==> src/rtl/stopwatch_counter_bank_if.sv <==
// Stopwatch counter bank bus: per-channel event strobes, a one-cycle
// command port, and the registered count/lap/status outputs.
//
// Handshake: the command port has no ready. A command is a single cycle
// with cmd_valid=1. The bank always accepts it on that rising edge when
// cmd_ch names an existing channel and flags holds one of the four command
// codes. Any other combination is ignored. Outputs carry no valid; they are
// registered and meaningful on every cycle.
//
// The N_CH/CNT_W values must match the parameters of the connected bank.
interface stopwatch_counter_bank_if #(
    parameter int N_CH  = 4,
    parameter int CNT_W = 16
);
    localparam int CH_W = (N_CH > 1) ? $clog2(N_CH) : 1;

    logic [N_CH-1:0]       active_event;
    logic                  cmd_valid;
    logic [CH_W-1:0]       cmd_ch;
    logic [7:0]            flags;
    logic [N_CH*CNT_W-1:0] cnt_events;
    logic [N_CH*CNT_W-1:0] lap_value;
    logic [N_CH-1:0]       running;
    logic [N_CH-1:0]       overflow;
    // Per-channel FSM state, 2 bits each, for observation only.
    logic [2*N_CH-1:0]     dbg_state;

    modport master (
        output active_event, cmd_valid, cmd_ch, flags,
        input  cnt_events, lap_value, running, overflow, dbg_state
    );

    modport slave (
        input  active_event, cmd_valid, cmd_ch, flags,
        output cnt_events, lap_value, running, overflow, dbg_state
    );
endinterface

==> src/rtl/stopwatch_counter_bank.sv <==
// Bank of N_CH independent stopwatch counters. Each channel has an
// IDLE/RUN/PAUSED state machine. A channel counts active_event strobes
// while it is in RUN. It can snapshot its count into a lap register. On
// overflow it either wraps or saturates, and it latches a sticky overflow
// flag.
module stopwatch_counter_bank #(
    parameter int CNT_W    = 16,
    parameter int N_CH     = 4,
    parameter int SATURATE = 0
) (
    input  logic                    clk,
    input  logic                    rst,
    stopwatch_counter_bank_if.slave io_bus
);
    localparam int CH_W = (N_CH > 1) ? $clog2(N_CH) : 1;

    localparam logic [1:0] ST_IDLE   = 2'd0;
    localparam logic [1:0] ST_RUN    = 2'd1;
    localparam logic [1:0] ST_PAUSED = 2'd2;

    localparam logic [7:0] CMD_START = 8'h01;
    localparam logic [7:0] CMD_PAUSE = 8'h02;
    localparam logic [7:0] CMD_STOP  = 8'h04;
    localparam logic [7:0] CMD_LAP   = 8'h08;

    localparam logic [CNT_W-1:0] CNT_MAX = {CNT_W{1'b1}};

    // Registered per-channel state.
    logic [1:0]       r_state [N_CH];
    logic [CNT_W-1:0] r_cnt   [N_CH];
    logic [CNT_W-1:0] r_lap   [N_CH];
    logic [N_CH-1:0]  r_ovf;

    // Command decode.
    logic             w_code_ok;
    logic             w_ch_ok;
    logic             w_accept;
    logic [N_CH-1:0]  w_start;
    logic [N_CH-1:0]  w_pause;
    logic [N_CH-1:0]  w_stop;
    logic [N_CH-1:0]  w_lap;

    // Next-state values.
    logic [1:0]       w_state_nxt [N_CH];
    logic [CNT_W-1:0] w_cnt_nxt   [N_CH];
    logic [CNT_W-1:0] w_lap_nxt   [N_CH];
    logic [N_CH-1:0]  w_ovf_nxt;

    // Flattened outputs.
    logic [N_CH*CNT_W-1:0] w_cnt_flat;
    logic [N_CH*CNT_W-1:0] w_lap_flat;
    logic [N_CH-1:0]       w_running;
    logic [2*N_CH-1:0]     w_dbg_state;

    // Validate the command and steer it to a single channel as one strobe per code.
    always_comb begin
        w_code_ok = (io_bus.flags == CMD_START) || (io_bus.flags == CMD_PAUSE) ||
                    (io_bus.flags == CMD_STOP)  || (io_bus.flags == CMD_LAP);
        // This check matters when N_CH is not a power of two.
        w_ch_ok   = (32'(io_bus.cmd_ch) < 32'(N_CH));
        w_accept  = io_bus.cmd_valid && w_ch_ok && w_code_ok;
        w_start   = '0;
        w_pause   = '0;
        w_stop    = '0;
        w_lap     = '0;
        for (int i = 0; i < N_CH; i++) begin
            if (w_accept && (io_bus.cmd_ch == CH_W'(i))) begin
                w_start[i] = (io_bus.flags == CMD_START);
                w_pause[i] = (io_bus.flags == CMD_PAUSE);
                w_stop[i]  = (io_bus.flags == CMD_STOP);
                w_lap[i]   = (io_bus.flags == CMD_LAP);
            end
        end
    end

    // Per-channel next state. Events are judged against the pre-edge state. STOP wins over everything.
    always_comb begin
        for (int i = 0; i < N_CH; i++) begin
            w_state_nxt[i] = r_state[i];
            w_cnt_nxt[i]   = r_cnt[i];
            w_lap_nxt[i]   = r_lap[i];
            w_ovf_nxt[i]   = r_ovf[i];

            if ((r_state[i] == ST_RUN) && io_bus.active_event[i]) begin
                if (r_cnt[i] == CNT_MAX) begin
                    w_ovf_nxt[i] = 1'b1;
                    w_cnt_nxt[i] = (SATURATE != 0) ? CNT_MAX : '0;
                end else begin
                    w_cnt_nxt[i] = r_cnt[i] + CNT_W'(1);
                end
            end

            // The lap register captures the count as it was before this edge.
            if (w_lap[i]) begin
                w_lap_nxt[i] = r_cnt[i];
            end

            case (r_state[i])
                ST_IDLE:   if (w_start[i]) w_state_nxt[i] = ST_RUN;
                ST_RUN:    if (w_pause[i]) w_state_nxt[i] = ST_PAUSED;
                ST_PAUSED: if (w_start[i]) w_state_nxt[i] = ST_RUN;
                default:   w_state_nxt[i] = ST_IDLE;
            endcase

            if (w_stop[i]) begin
                w_state_nxt[i] = ST_IDLE;
                w_cnt_nxt[i]   = '0;
                w_lap_nxt[i]   = '0;
                w_ovf_nxt[i]   = 1'b0;
            end
        end
    end

    // State, count, lap and overflow registers. Asynchronous reset clears everything.
    always_ff @(posedge clk or posedge rst) begin
        if (rst) begin
            for (int i = 0; i < N_CH; i++) begin
                r_state[i] <= ST_IDLE;
                r_cnt[i]   <= '0;
                r_lap[i]   <= '0;
            end
            r_ovf <= '0;
        end else begin
            for (int i = 0; i < N_CH; i++) begin
                r_state[i] <= w_state_nxt[i];
                r_cnt[i]   <= w_cnt_nxt[i];
                r_lap[i]   <= w_lap_nxt[i];
            end
            r_ovf <= w_ovf_nxt;
        end
    end

    // Pack per-channel registers onto the flat output buses.
    always_comb begin
        w_cnt_flat  = '0;
        w_lap_flat  = '0;
        w_running   = '0;
        w_dbg_state = '0;
        for (int i = 0; i < N_CH; i++) begin
            w_cnt_flat[i*CNT_W +: CNT_W] = r_cnt[i];
            w_lap_flat[i*CNT_W +: CNT_W] = r_lap[i];
            w_running[i]                 = (r_state[i] == ST_RUN);
            w_dbg_state[2*i +: 2]        = r_state[i];
        end
    end

    assign io_bus.cnt_events = w_cnt_flat;
    assign io_bus.lap_value  = w_lap_flat;
    assign io_bus.running    = w_running;
    assign io_bus.overflow   = r_ovf;
    assign io_bus.dbg_state  = w_dbg_state;
endmodule

==> src/flat_wrapper.sv <==
// flat-port wrapper written by rule: the top's interface ports become plain ports
module stopwatch_counter_bank_flat 
#(
    parameter int CNT_W    = 16,
    parameter int N_CH     = 4,
    parameter int SATURATE = 0
)
  (clk, rst, io_bus_active_event, io_bus_cmd_valid, io_bus_cmd_ch, io_bus_flags, io_bus_cnt_events, io_bus_lap_value, io_bus_running, io_bus_overflow, io_bus_dbg_state);
  stopwatch_counter_bank_if #(.N_CH(N_CH), .CNT_W(CNT_W)) io_bus_i ();
  input  logic clk;
  input  logic rst;
  input wire logic [$bits(io_bus_i.active_event)-1:0] io_bus_active_event;
  input wire logic [$bits(io_bus_i.cmd_valid)-1:0] io_bus_cmd_valid;
  input wire logic [$bits(io_bus_i.cmd_ch)-1:0] io_bus_cmd_ch;
  input wire logic [$bits(io_bus_i.flags)-1:0] io_bus_flags;
  output wire logic [$bits(io_bus_i.cnt_events)-1:0] io_bus_cnt_events;
  output wire logic [$bits(io_bus_i.lap_value)-1:0] io_bus_lap_value;
  output wire logic [$bits(io_bus_i.running)-1:0] io_bus_running;
  output wire logic [$bits(io_bus_i.overflow)-1:0] io_bus_overflow;
  output wire logic [$bits(io_bus_i.dbg_state)-1:0] io_bus_dbg_state;
  assign io_bus_i.active_event = io_bus_active_event;
  assign io_bus_i.cmd_valid = io_bus_cmd_valid;
  assign io_bus_i.cmd_ch = io_bus_cmd_ch;
  assign io_bus_i.flags = io_bus_flags;
  assign io_bus_cnt_events = io_bus_i.cnt_events;
  assign io_bus_lap_value = io_bus_i.lap_value;
  assign io_bus_running = io_bus_i.running;
  assign io_bus_overflow = io_bus_i.overflow;
  assign io_bus_dbg_state = io_bus_i.dbg_state;
  stopwatch_counter_bank #(.CNT_W(CNT_W), .N_CH(N_CH), .SATURATE(SATURATE)) u_core (.clk(clk), .rst(rst), .io_bus(io_bus_i));
endmodule
==> config.mk <==
export PLATFORM = sky130hd
export DESIGN_NAME = stopwatch_counter_bank_flat
export DESIGN_NICKNAME = d
export VERILOG_FILES = /design/src/rtl/stopwatch_counter_bank_if.sv /design/src/rtl/stopwatch_counter_bank.sv /design/src/flat_wrapper.sv
export SDC_FILE = /design/constraint.sdc
export NUM_CORES = 1
export LEC_CHECK = 0
export CORE_ASPECT_RATIO = 1.1
export CORE_UTILIZATION = 33
export CTS_CLUSTER_DIAMETER = 100
export DETAILED_ROUTE_END_ITERATION = 8
export DONT_BUFFER_PORTS = 1
export MAX_ROUTING_LAYER = met4
export PLACE_DENSITY = 0.57
export REMOVE_ABC_BUFFERS = 1
export SLEW_MARGIN = 20
export SYNTH_ARGS = -nofsm -noshare
export SYNTH_HDL_FRONTEND = slang
export SYNTH_SLANG_ARGS = --single-unit
==> constraint.sdc <==
create_clock -name clk -period 4 [get_ports clk]
set_input_delay 0.4 -clock clk [delete_from_list [all_inputs] [get_ports clk]]
set_output_delay 0.4 -clock clk [all_outputs]
set_load 0.03 [all_outputs]
==> summary.md <==
* **status** finished clean
* **slew margin rel.** 0.396
* **most numerous cell in the Yosys netlist** sky130_fd_sc_hd__nand2_1
* **warnings from Yosys** 0
* **largest net degree at the start of global routing** 97
* **worst hold path type** primary input to async pin
* **Worst Clk Skew** 7.59 ps
* **Setup crit end kind** register
* **worst skew pair latency** 420 ps
* **post-layout minimum cycle time** 2550 ps
* **cts hold-fix bufs** 0
* **required time of the worst setup path** 4310 ps
* **power density over the cells** 397 nW/um^2
* **met3 routed WL** 1010 um
* **clock root buffer** sky130_fd_sc_hd__clkbuf_16
* **clock slew seen by the registers of the worst setup and hold paths** 60 ps
* **Final TNS setup** 0 ps
* **global-route wire length before repair** 27,800 um
* **delay of the slowest cell on the worst path** 700 ps
* **most numerous cell types in the synthesized netlist** sky130_fd_sc_hd__nand2_1, sky130_fd_sc_hd__dfrtp_1, sky130_fd_sc_hd__o21ai_0
* **delay-heaviest family, CP** simple AND/OR/NAND/NOR gates
* **max-slew violation count** 0
* **Post-Route Hold Slack** 45.0 ps
* **Period Utilization, post-route** 0.637
* **CTS HTree Levels** 4
* **setup violators final** 0
* **sinks on the clock net** 140
* **row cnt** 54
* **height of the die** 151 um
* **antenna violation net count after detailed routing** 0
* **Worst Setup Start Kind** register
* **Post-CTS Repair Setup Buffers** 0
* **cell breakdown of the critical path** ha_1 > nand4_1 > nor4_1 > nand2_1 > and3_1 > o21a_1
* **worst-case setup slack after placement** 1210 ps
* **share of final-layout standard cells stronger than drive strength 1** 0.0738
* **number of hold violations in the final report** 0
* **fillcell total** 2,027
* **number of buffers inserted by port buffering** 0
* **post-synth top area cell** sky130_fd_sc_hd__dfrtp_1
* **peak fanout along the critical path** 7
* **largest buffer count on any clock path** 2
* **area after detailed placement** 6960 sq um
* **number of DRC markers in iteration 0** 325
* **Mapped Cells** 746
* **async set or reset register ratio after synthesis** 1.00
* **CTS Buf Count** 17
* **routed len/inst** 17.4 um
* **max-cap violations** 0
* **arrival time reported for the critical path endpoint** 2860 ps
* **category of the critical setup timing path** register to register
* **Final Net Count** 767
* **die area** 20,700 sq um
* **GR Util All Layers** 0.181
* **number of top-level pins** 161
* **Post-Layout Cell Count** 1,011
* **vias per cell** 5.25
* **number of enable flip-flop cells after synthesis** 0
* **Worst Path Buf+Inv** 0
* **DRC violations left** 0
* **Core Region** 19,800 sq um
* **GRT Residual Overflow** 0
* **DRT met1 WL** 7930 um
* **transition time at the pin with the least slew margin** 905 ps
* **unrepaired setup endpoints after global routing** no
* **final WL** 17,600 um
* **drt first pass iters** 5
* **static power due to leakage** 3.11 nW
* **post-synthesis cell type count** 46
* **met2 routed wirelength** 8350 um
* **prevailing post-synth register cell** sky130_fd_sc_hd__dfrtp_1
* **growth of design area from synthesis to finish** 12.9%
* **effective utilization at floorplan** 0.336
* **cts repair resizes** 0
* **Worst path slowest cell** sky130_fd_sc_hd__nor4_1
* **post-synthesis cell area** 6660 sq um
* **fraction of synthesized cell area taken by the top area cell type** 0.526
* **die outline width** 137 um
* **setup slack after layout** 1450 ps
* **Placer Congestion** 0.788
* **synth top area cells** sky130_fd_sc_hd__dfrtp_1, sky130_fd_sc_hd__nand2_1, sky130_fd_sc_hd__o21ai_0
* **number of antenna violations at the first check in global routing** 0
* **flop and latch count out of synthesis** 140
* **Avg Inst Size Synth** 8.92 sq um
* **overall via count from detail_route** 5,306
* **Top Metal Used** met4
* **finished layout cell area** 7520 sq um
* **worst supply voltage drop on vdd** 0.276 mV
* **antenna cell count** 0
* **highest clock frequency the design can meet** 0.392 GHz
* **portion of the post-synthesis area used by sequential elements** 0.526
* **CTS tree** yes
* **HPWL after detailed placement** 12,100 um
* **placed cell count** 979
* **vias in the first global route** 5,069
==> per-stage QoR <==
stage	util	power (W)
global placement	0.351	0.00151
finish	0.380	0.00298
global route	0.380	0.00308
CTS	0.379	0.00302
detailed placement	0.351	0.00151
floorplan	-	0.00149
==> registers in the layout, summed over array words and instances, names as in the netlist <==
| register | count |
|---|---|
| u_core.io_bus.cnt_events | 64 |
| u_core.io_bus.dbg_state | 8 |
| u_core.io_bus.lap_value | 64 |
| u_core.io_bus.overflow | 4 |
==> area by class of cell <==
| class | instances | area (sq um) | share of cell area |
|---|---|---|---|
| timing repair buffer | 15 | 113 | 0.0150 |
| tap | 252 | 315 | 0.0420 |
| clock buffer | 21 | 460 | 0.0613 |
| inverter | 9 | 38.8 | 0.00516 |
| sequential | 140 | 3500 | 0.466 |
| clock inverter | 11 | 95.1 | 0.0127 |
| multi-input combinational | 563 | 2990 | 0.398 |
==> path summary, 6_finish.rpt <==
check | cells after the start | slack, ps | endpoint | start
setup / recovery | 6 | 1450 | u_core.io_bus.cnt_events[14] | u_core.io_bus.cnt_events[0]
min in group clk | 2 | 150 | u_core.io_bus.cnt_events[17] | io_bus_active_event[1]
hold / removal | 1 | 50 | u_core.io_bus.lap_value[55] | rst
max in group asynchronous | 2 | 3060 | u_core.io_bus.cnt_events[45] | rst
setup reg to reg | 6 | 1450 | u_core.io_bus.cnt_events[14] | u_core.io_bus.cnt_events[0]
hold reg to reg | 2 | 680 | u_core.io_bus.lap_value[55] | u_core.io_bus.lap_value[55]
==> metal layers <==
metal | vias up | global-route usage
li1 | 2581 | -
met1 | 2550 | 0.229
met2 | 158 | 0.283
met3 | 17 | 0.0402
met4 | 0 | 0.0665
met5 | - | -
==> power breakdown <==
group          switching (W)  total [W]  internal (W)
combinational      0.0000387  0.0000475    0.00000879
sequential         0.0000102    0.00143       0.00142
clock               0.000620    0.00150      0.000883
==> logic make-up after synthesis <==
| group | synth area share |
|---|---|
| AND/OR/NAND/NOR | 0.265 |
| adder cells (fa/ha/maj) | 0.00752 |
| multiplexers | 0.00320 |
| buffers and inverters | 0.0258 |
| XOR/XNOR | 0.0526 |
| flip-flops | 0.526 |
| AO/OA/AOI/OAI | 0.120 |
==> cell usage in the layout, fill, tap and decap left out, types with 2 or more instances in the layout <==
cell type,Yosys,final
sky130_fd_sc_hd__o211ai_1,5,5
sky130_fd_sc_hd__nand2_1,169,169
sky130_fd_sc_hd__o31ai_1,8,7
sky130_fd_sc_hd__dfrtp_1,140,140
sky130_fd_sc_hd__or3_1,11,11
sky130_fd_sc_hd__and2_1,4,4
sky130_fd_sc_hd__nor3b_1,2,2
sky130_fd_sc_hd__a211oi_1,4,4
sky130_fd_sc_hd__or2_2,5,5
sky130_fd_sc_hd__clkbuf_8,0,2
sky130_fd_sc_hd__nand4_1,18,18
sky130_fd_sc_hd__o2111ai_1,2,2
sky130_fd_sc_hd__nor4_1,7,7
sky130_fd_sc_hd__nor4b_1,2,2
sky130_fd_sc_hd__clkinv_4,0,2
sky130_fd_sc_hd__or4_1,7,7
sky130_fd_sc_hd__o311ai_0,2,2
sky130_fd_sc_hd__nand3b_1,5,5
sky130_fd_sc_hd__xor2_1,19,19
sky130_fd_sc_hd__and4_1,4,4
sky130_fd_sc_hd__nor3_1,11,10
sky130_fd_sc_hd__buf_4,0,15
sky130_fd_sc_hd__nand2b_1,5,5
sky130_fd_sc_hd__inv_1,9,8
sky130_fd_sc_hd__nor2_1,65,65
sky130_fd_sc_hd__nand3_1,39,39
sky130_fd_sc_hd__a21oi_1,28,28
sky130_fd_sc_hd__a2111oi_0,3,3
sky130_fd_sc_hd__clkbuf_16,0,17
sky130_fd_sc_hd__clkbuf_1,31,2
sky130_fd_sc_hd__o21ai_0,81,81
sky130_fd_sc_hd__and3b_1,3,3
sky130_fd_sc_hd__ha_1,4,4
sky130_fd_sc_hd__xnor2_1,21,21
sky130_fd_sc_hd__clkinv_2,0,5
sky130_fd_sc_hd__and3_1,8,8
sky130_fd_sc_hd__nor2b_1,9,9
sky130_fd_sc_hd__clkinvlp_4,0,3
==> worst register-to-register path: stages, from the launching register on <==
cell and delay, ps:
sky130_fd_sc_hd__dfrtp_1 610, sky130_fd_sc_hd__ha_1 400, sky130_fd_sc_hd__nand4_1 210, sky130_fd_sc_hd__nor4_1 700, sky130_fd_sc_hd__nand2_1 140, sky130_fd_sc_hd__and3_1 190
sky130_fd_sc_hd__o21a_1 180
Note: power is estimated with default switching activity, not from simulation.
